`config.mk`:
```
export PLATFORM = sky130hd
export DESIGN_NAME = spi_bus_arbiter
export DESIGN_NICKNAME = d
export VERILOG_FILES = /design/src/rtl/spi_bus_arbiter.sv
export SDC_FILE = /design/constraint.sdc
export NUM_CORES = 1
export LEC_CHECK = 0
export CAP_MARGIN = 10
export CORE_ASPECT_RATIO = 0.8
export CORE_MARGIN = 2
export CORE_UTILIZATION = 45
export CTS_BUF_LIST = sky130_fd_sc_hd__clkbuf_4 sky130_fd_sc_hd__clkbuf_8 sky130_fd_sc_hd__clkbuf_16
export DETAILED_ROUTE_END_ITERATION = 6
export GPL_TIMING_DRIVEN = 0
export PLACE_DENSITY_LB_ADDON = 0.2
export SLEW_MARGIN = 20
export SYNTH_ARGS = -nofsm -noshare
export SYNTH_HDL_FRONTEND = slang
export SYNTH_SLANG_ARGS = --single-unit
export TNS_END_PERCENT = 10
```
`constraint.sdc`:
```
create_clock -name clk -period 3.9 [get_ports clk]
set_input_delay 0.78 -clock clk [delete_from_list [all_inputs] [get_ports clk]]
set_output_delay 0.78 -clock clk [all_outputs]
set_load 0.02 [all_outputs]
```
`src/rtl/spi_bus_arbiter.sv`:
```
// spi_bus_arbiter: grants whole SPI bursts round-robin to N_REQ requesters, owns the chip selects
// and sequences spi_master start/busy per byte. Optional per-byte timeout: define SPI_ARB_TIMEOUT_EN.
module spi_bus_arbiter #(
    parameter int N_REQ       = 2,
    parameter int CS_SETUP    = 4,
    parameter int CS_HOLD     = 4,
    parameter int TIMEOUT_CYC = 1024
) (
    input  logic               clk,
    input  logic               rst,
    input  logic [N_REQ-1:0]   req,
    input  logic [N_REQ-1:0]   byte_valid,
    input  logic [8*N_REQ-1:0] byte_in,
    output logic [N_REQ-1:0]   grant,
    output logic [N_REQ-1:0]   byte_done,
    output logic [7:0]         rx_byte,
    output logic [N_REQ-1:0]   ss_n,
    output logic               m_start,
    output logic [7:0]         m_data_in,
    input  logic               m_busy,
    input  logic [7:0]         m_data_out,
    output logic               fault
);

    localparam logic [2:0] IDLE  = 3'd0;
    localparam logic [2:0] SETUP = 3'd1;
    localparam logic [2:0] READY = 3'd2;
    localparam logic [2:0] START = 3'd3;
    localparam logic [2:0] XFER  = 3'd4;
    localparam logic [2:0] HOLD  = 3'd5;

    localparam int PW = (N_REQ > 2) ? $clog2(N_REQ) : 1;

    // SETUP, READY and START together span CS_SETUP cycles from ss_n falling to m_start.
    localparam int SETUP_LAST_I = (CS_SETUP >= 3) ? CS_SETUP - 3 : 0;
    localparam int HOLD_REL_I   = CS_HOLD - 1;
    localparam int HOLD_END_I   = 2 * CS_HOLD - 2;
    localparam int BASE_MAX_I   = (HOLD_END_I > SETUP_LAST_I) ? HOLD_END_I : SETUP_LAST_I;
`ifdef SPI_ARB_TIMEOUT_EN
    localparam int CNT_MAX_I    = (TIMEOUT_CYC - 1 > BASE_MAX_I) ? TIMEOUT_CYC - 1 : BASE_MAX_I;
`else
    localparam int CNT_MAX_I    = BASE_MAX_I;
`endif
    localparam int CW = (CNT_MAX_I > 1) ? $clog2(CNT_MAX_I + 1) : 1;

    localparam logic [CW-1:0] SETUP_LAST = CW'(SETUP_LAST_I);
    localparam logic [CW-1:0] HOLD_REL   = CW'(HOLD_REL_I);
    localparam logic [CW-1:0] HOLD_END   = CW'(HOLD_END_I);
    localparam logic [CW-1:0] CNT_ONE    = CW'(1);
`ifdef SPI_ARB_TIMEOUT_EN
    localparam logic [CW-1:0] TOUT_LAST  = CW'(TIMEOUT_CYC - 1);
`endif
    localparam logic [PW:0]   NREQ_W     = (PW + 1)'(N_REQ);
    localparam logic [PW-1:0] LAST_IDX   = PW'(N_REQ - 1);

    if (N_REQ < 2 || N_REQ > 4 || CS_SETUP < 3 || CS_HOLD < 2 || TIMEOUT_CYC < 2) begin : g_param_check
        $error("spi_bus_arbiter: unsupported parameter set");
    end

    function automatic logic [N_REQ-1:0] idx_onehot(input logic [PW-1:0] idx);
        logic [N_REQ-1:0] v;
        v      = '0;
        v[idx] = 1'b1;
        return v;
    endfunction

    logic [2:0]       state_r;
    logic [CW-1:0]    cnt_r;
    logic [PW-1:0]    ptr_r;
    logic [PW-1:0]    owner_r;
    logic             busy_seen_r;
    logic [N_REQ-1:0] grant_r;
    logic [N_REQ-1:0] ss_n_r;
    logic [N_REQ-1:0] byte_done_r;
    logic [7:0]       rx_byte_r;
    logic             m_start_r;
    logic [7:0]       m_data_in_r;
`ifdef SPI_ARB_TIMEOUT_EN
    logic             fault_r;
`endif

    logic [PW:0]      sum_s;
    logic [PW-1:0]    cand_s;
    logic [PW-1:0]    win_idx_s;
    logic             win_found_s;

    // Round-robin pick: lowest offset from the pointer wins, so scan offsets high to low.
    always_comb begin
        sum_s       = '0;
        cand_s      = '0;
        win_idx_s   = '0;
        win_found_s = 1'b0;
        for (int k = N_REQ - 1; k >= 0; k--) begin
            sum_s  = {1'b0, ptr_r} + (PW + 1)'(k);
            cand_s = (sum_s >= NREQ_W) ? PW'(sum_s - NREQ_W) : sum_s[PW-1:0];
            if (req[cand_s]) begin
                win_found_s = 1'b1;
                win_idx_s   = cand_s;
            end else begin
                win_found_s = win_found_s;
                win_idx_s   = win_idx_s;
            end
        end
    end

    // Burst / byte sequencer with all outputs registered.
    always_ff @(posedge clk or negedge rst) begin
        if (!rst) begin
            state_r     <= IDLE;
            cnt_r       <= '0;
            ptr_r       <= '0;
            owner_r     <= '0;
            busy_seen_r <= 1'b0;
            grant_r     <= '0;
            ss_n_r      <= '1;
            byte_done_r <= '0;
            rx_byte_r   <= 8'h00;
            m_start_r   <= 1'b0;
            m_data_in_r <= 8'h00;
`ifdef SPI_ARB_TIMEOUT_EN
            fault_r     <= 1'b0;
`endif
        end else begin
            byte_done_r <= '0;
            m_start_r   <= 1'b0;
`ifdef SPI_ARB_TIMEOUT_EN
            fault_r     <= 1'b0;
`endif
            case (state_r)
                IDLE: begin
                    if (win_found_s) begin
                        owner_r <= win_idx_s;
                        grant_r <= idx_onehot(win_idx_s);
                        ss_n_r  <= ~idx_onehot(win_idx_s);
                        cnt_r   <= '0;
                        state_r <= SETUP;
                    end
                end
                SETUP: begin
                    if (cnt_r == SETUP_LAST) begin
                        cnt_r   <= '0;
                        state_r <= READY;
                    end else begin
                        cnt_r <= cnt_r + CNT_ONE;
                    end
                end
                READY: begin
                    if (!req[owner_r]) begin
                        cnt_r   <= '0;
                        state_r <= HOLD;
                    end else if (byte_valid[owner_r]) begin
                        m_data_in_r <= byte_in[{owner_r, 3'b000} +: 8];
                        state_r     <= START;
                    end
                end
                START: begin
                    m_start_r   <= 1'b1;
                    busy_seen_r <= 1'b0;
                    cnt_r       <= '0;
                    state_r     <= XFER;
                end
                XFER: begin
                    if (busy_seen_r && !m_busy) begin
                        rx_byte_r   <= m_data_out;
                        byte_done_r <= idx_onehot(owner_r);
                        cnt_r       <= '0;
                        state_r     <= req[owner_r] ? READY : HOLD;
`ifdef SPI_ARB_TIMEOUT_EN
                    end else if (cnt_r == TOUT_LAST) begin
                        fault_r <= 1'b1;
                        cnt_r   <= '0;
                        state_r <= HOLD;
`endif
                    end else begin
                        busy_seen_r <= busy_seen_r | m_busy;
`ifdef SPI_ARB_TIMEOUT_EN
                        cnt_r       <= cnt_r + CNT_ONE;
`endif
                    end
                end
                HOLD: begin
                    // First half keeps ss_n low, second half enforces the minimum ss_n high gap.
                    if (cnt_r == HOLD_REL) begin
                        ss_n_r  <= '1;
                        grant_r <= '0;
                        ptr_r   <= (owner_r == LAST_IDX) ? '0 : owner_r + PW'(1);
                        cnt_r   <= cnt_r + CNT_ONE;
                    end else if (cnt_r == HOLD_END) begin
                        cnt_r   <= '0;
                        state_r <= IDLE;
                    end else begin
                        cnt_r <= cnt_r + CNT_ONE;
                    end
                end
                default: begin
                    state_r <= IDLE;
                    cnt_r   <= '0;
                    grant_r <= '0;
                    ss_n_r  <= '1;
                end
            endcase
        end
    end

    assign grant     = grant_r;
    assign ss_n      = ss_n_r;
    assign byte_done = byte_done_r;
    assign rx_byte   = rx_byte_r;
    assign m_start   = m_start_r;
    assign m_data_in = m_data_in_r;
`ifdef SPI_ARB_TIMEOUT_EN
    assign fault     = fault_r;
`else
    assign fault     = 1'b0;
`endif

endmodule

```
==> flow_summary.ini, run 1 <==
[run_status]
outcome = finished, final reports clean

[global_routing]
grtUsageTotal_pct = 19.3
grt_pass1_vias = 1316
grt_start_max_net_pins = 33
antenna_found_initial = 0
gr-total-overflow = 0
grt_pass1_wl_um = 6000

[floorplan]
ios = 55
die-area_um2 = 4010
core_area_um2 = 3400
die_h_um = 57.1
die-width_um = 70.3
rows = 19
start_util_pct = 46.6

[place]
placedCellCount = 242
dp_hpwl_um = 2630
port_buffers = 53
globalplace.congestion = 0.881

[synthesis]
ys_seq_elements = 32
synthFlopType = dfrtp_1
synth_area_leader_cell = dfrtp_1
ys.warnings.count = 0
syn_area_um2 = 1580
yosys-top-cells-area = dfrtp_1, mux2i_1, mux2_2
synth-edff-count = 0
syn_inst = 147
synth.distinct_cells = 38
yosysTopAreaCellShare_pct = 47.4
async_flop_share_pct = 100
synth_nets = 182
avgSynthCellArea_um2 = 10.8
yosysSeqAreaShare_pct = 50.7

[sta]
tightest_slew_ns = 0.707
rsz0062_at_grt = false
finalSetupViolCount = 0
timing.fmax_ghz = 0.452
clock_skew_ns = 0.00866
slew_headroom_pct = 52.9
period_needed_ns = 2.21
slew_violations = 0
finalCritPeriodShare_pct = 56.7
whs_ns = 0.506
fin_tns_setup_ns = 0
final_hold_viol_count = 0

[clocking]
cts_tree = done
ctsResizeCount = 0
root_buffer = clkbuf_8
clk_pin_slew_ns = 0.07
postCtsHoldBufs = 0
clk-insertion-delay-late_ns = 0.27
cts.sinks = 32
ctsHtreeMaxLevel = 2
cts_buffers = 5
cts_setup_buffers = 0
clk_path_buf_depth = 2

[critical_path]
cp-end-kind = flop
start_kind = input pin
critPathMaxFanout = 10
path_class = input pin to flop
crit_arrival_ns = 2.41
cp.required_ns = 4.10

[finish]
drive_above_1_share_pct = 14.4
area.growth.synth_to_final_pct = 42.1
regArea_um2 = 803
finalNonFillerCells = 250
diodes = 0
multi_input_area_um2 = 699
finalNetCount = 242
n_fill_cell = 259

[power_and_ir_drop]
power.total_uw = 1660
power_density_nw_per_um2 = 737
irDropWorstVdd_mv = 0.372
leakage_uw = 0.000977

[drt]
route.detailed.drc = 0
routed-via-count = 1291
post_drt_wl_per_cell_um = 14.0
drt_pre_antenna_iters = 4
routed_via_density = 5.16
ant_nets = 0
drt_iter0_drc = 43
wirelength_um = 3510

[min_path]
min_path_type = flop to flop

[run]
drv_cap = 0
critical path: stages:
cell,delay (ns)
clkdlybuf4s50_1,0.64
mux2i_4,0.16
nor4_4,0.46
buf_6,0.22
nor2_1,0.05
a21oi_2,0.09
state kept, by name, summed over array words and instances (netlist names):
| register | count |
|---|---|
| m_data_in | 8 |
| rx_byte | 8 |
| cnt_r | 3 |
| state_r | 3 |
| byte_done | 2 |
| grant | 2 |
| ss_n | 2 |
| busy_seen_r | 1 |
| m_start | 1 |
| owner_r | 1 |
| ptr_r | 1 |
per-layer routing:
layer | routed length (µm) | track usage, % | vias up
met1 | 1540 | 24.1 | 601
met2 | 1670 | 31.5 | 52
met4 | 30 | 7.42 | 0
met5 | 0 | 0 | -
li1 | - | - | 636
met3 | 274 | 6.36 | 2
layout make-up:
cell class | instances | area share, %
inverter | 8 | 1.33
tap | 42 | 2.33
sequential | 32 | 35.7
timing repair buffer | 53 | 23.3
multi-input combinational | 99 | 31.1
buffer | 8 | 2.28
clock inverter | 1 | 0.222
clock buffer | 7 | 3.72
logic make-up after synthesis:
| group | count (synthesis) | share of synthesized area, % |
|---|---|---|
| buffers and inverters | 16 | 5.13 |
| AND/OR/NAND/NOR | 39 | 13.1 |
| flip-flops | 32 | 50.7 |
| AO/OA/AOI/OAI | 37 | 14.9 |
| multiplexers | 18 | 12.8 |
| adder cells (fa/ha/maj) | 4 | 3.16 |
| other | 1 | 0.237 |
cell usage after synthesis, drive strengths merged (3+ instances only):
cell type and number:
dfrtp 30, nor2 16, a21oi 14, mux2i 10, inv 8, mux2 8
o21ai 8, nand2 7, buf 5, ha 4, a21o 3, clkbuf 3
nand2b 3
worst paths after layout:
path                           endpoint     from  slack, ns  cells after the start
min reg2reg                       ptr_r    ptr_r       0.51                      2
min in group asynchronous       m_start      rst       0.56                      1
max                        m_data_in[6]   req[1]       1.69                      6
max in group asynchronous  m_data_in[4]      rst       2.89                      1
max reg2reg                m_data_in[6]  owner_r       2.27                      6
min                               ptr_r    ptr_r       0.51                      2
placed cells by master, fill, tap and decap left out, types with 3 or more instances in the layout:
cell type,instances
dfrtp_1,30
ha_1,4
clkbuf_1,3
a21o_1,3
mux2_2,8
mux2i_1,9
nor2_1,16
buf_2,3
clkdlybuf4s50_1,52
a21oi_1,12
clkbuf_8,5
nand2_1,7
o21ai_0,8
inv_1,8
nand2b_1,3
per-stage QoR:
stage	instance area (µm²)	utilization (%)	setup WS, ns
floorplan	1580	-	2.23
global placement	2170	63.7	1.48
detailed placement	2160	63.6	1.41
CTS	2250	66.2	1.69
global route	2250	66.2	1.61
finish	2250	66.2	1.69
power by group:
group          leakage (µW)  switching, µW  internal, µW  total [µW]
sequential         0.000395           91.4           482         573
clock             0.0000491            111           139         250
combinational      0.000533            428           409         837
total              0.000977            630          1030        1660
Note: power is estimated with default switching activity, not from simulation.
==> run 2, diff against run 1 <==
==> constraint.sdc (replaced) <==
create_clock -name clk -period 2.1 [get_ports clk]
set_input_delay 0.42 -clock clk [delete_from_list [all_inputs] [get_ports clk]]
set_output_delay 0.42 -clock clk [all_outputs]
set_load 0.02 [all_outputs]
==> results of run 2 <==
The final DEF is identical to that of run 1. Status: finished, final reports clean.
Among the figures that moved: setup slack after placement 1.41 ns -> -0.0323 ns; setup slack after layout 1.69 ns -> 0.249 ns; hold slack 0.506 ns -> 0.196 ns; register-to-register setup slack 2.27 ns -> 0.47 ns; total power 1660 µW -> 3080 µW; worst IR drop on VDD 0.372 mV -> 0.692 mV
==> run 3, diff against run 2 <==
--- a/config.mk
+++ b/config.mk
@@ -10,6 +10,7 @@
 export CORE_MARGIN = 2
 export CORE_UTILIZATION = 45
 export CTS_BUF_LIST = sky130_fd_sc_hd__clkbuf_4 sky130_fd_sc_hd__clkbuf_8 sky130_fd_sc_hd__clkbuf_16
+export CTS_CLUSTER_DIAMETER = 100
 export DETAILED_ROUTE_END_ITERATION = 6
 export GPL_TIMING_DRIVEN = 0
 export PLACE_DENSITY_LB_ADDON = 0.2
==> results of run 3 <==
The final DEF is identical to that of run 1. Status: finished, final reports clean.
Among the figures that moved: setup slack after placement 1.41 ns -> -0.0323 ns; setup slack after layout 1.69 ns -> 0.249 ns; hold slack 0.506 ns -> 0.196 ns; register-to-register setup slack 2.27 ns -> 0.47 ns; total power 1660 µW -> 3080 µW; worst IR drop on VDD 0.372 mV -> 0.692 mV
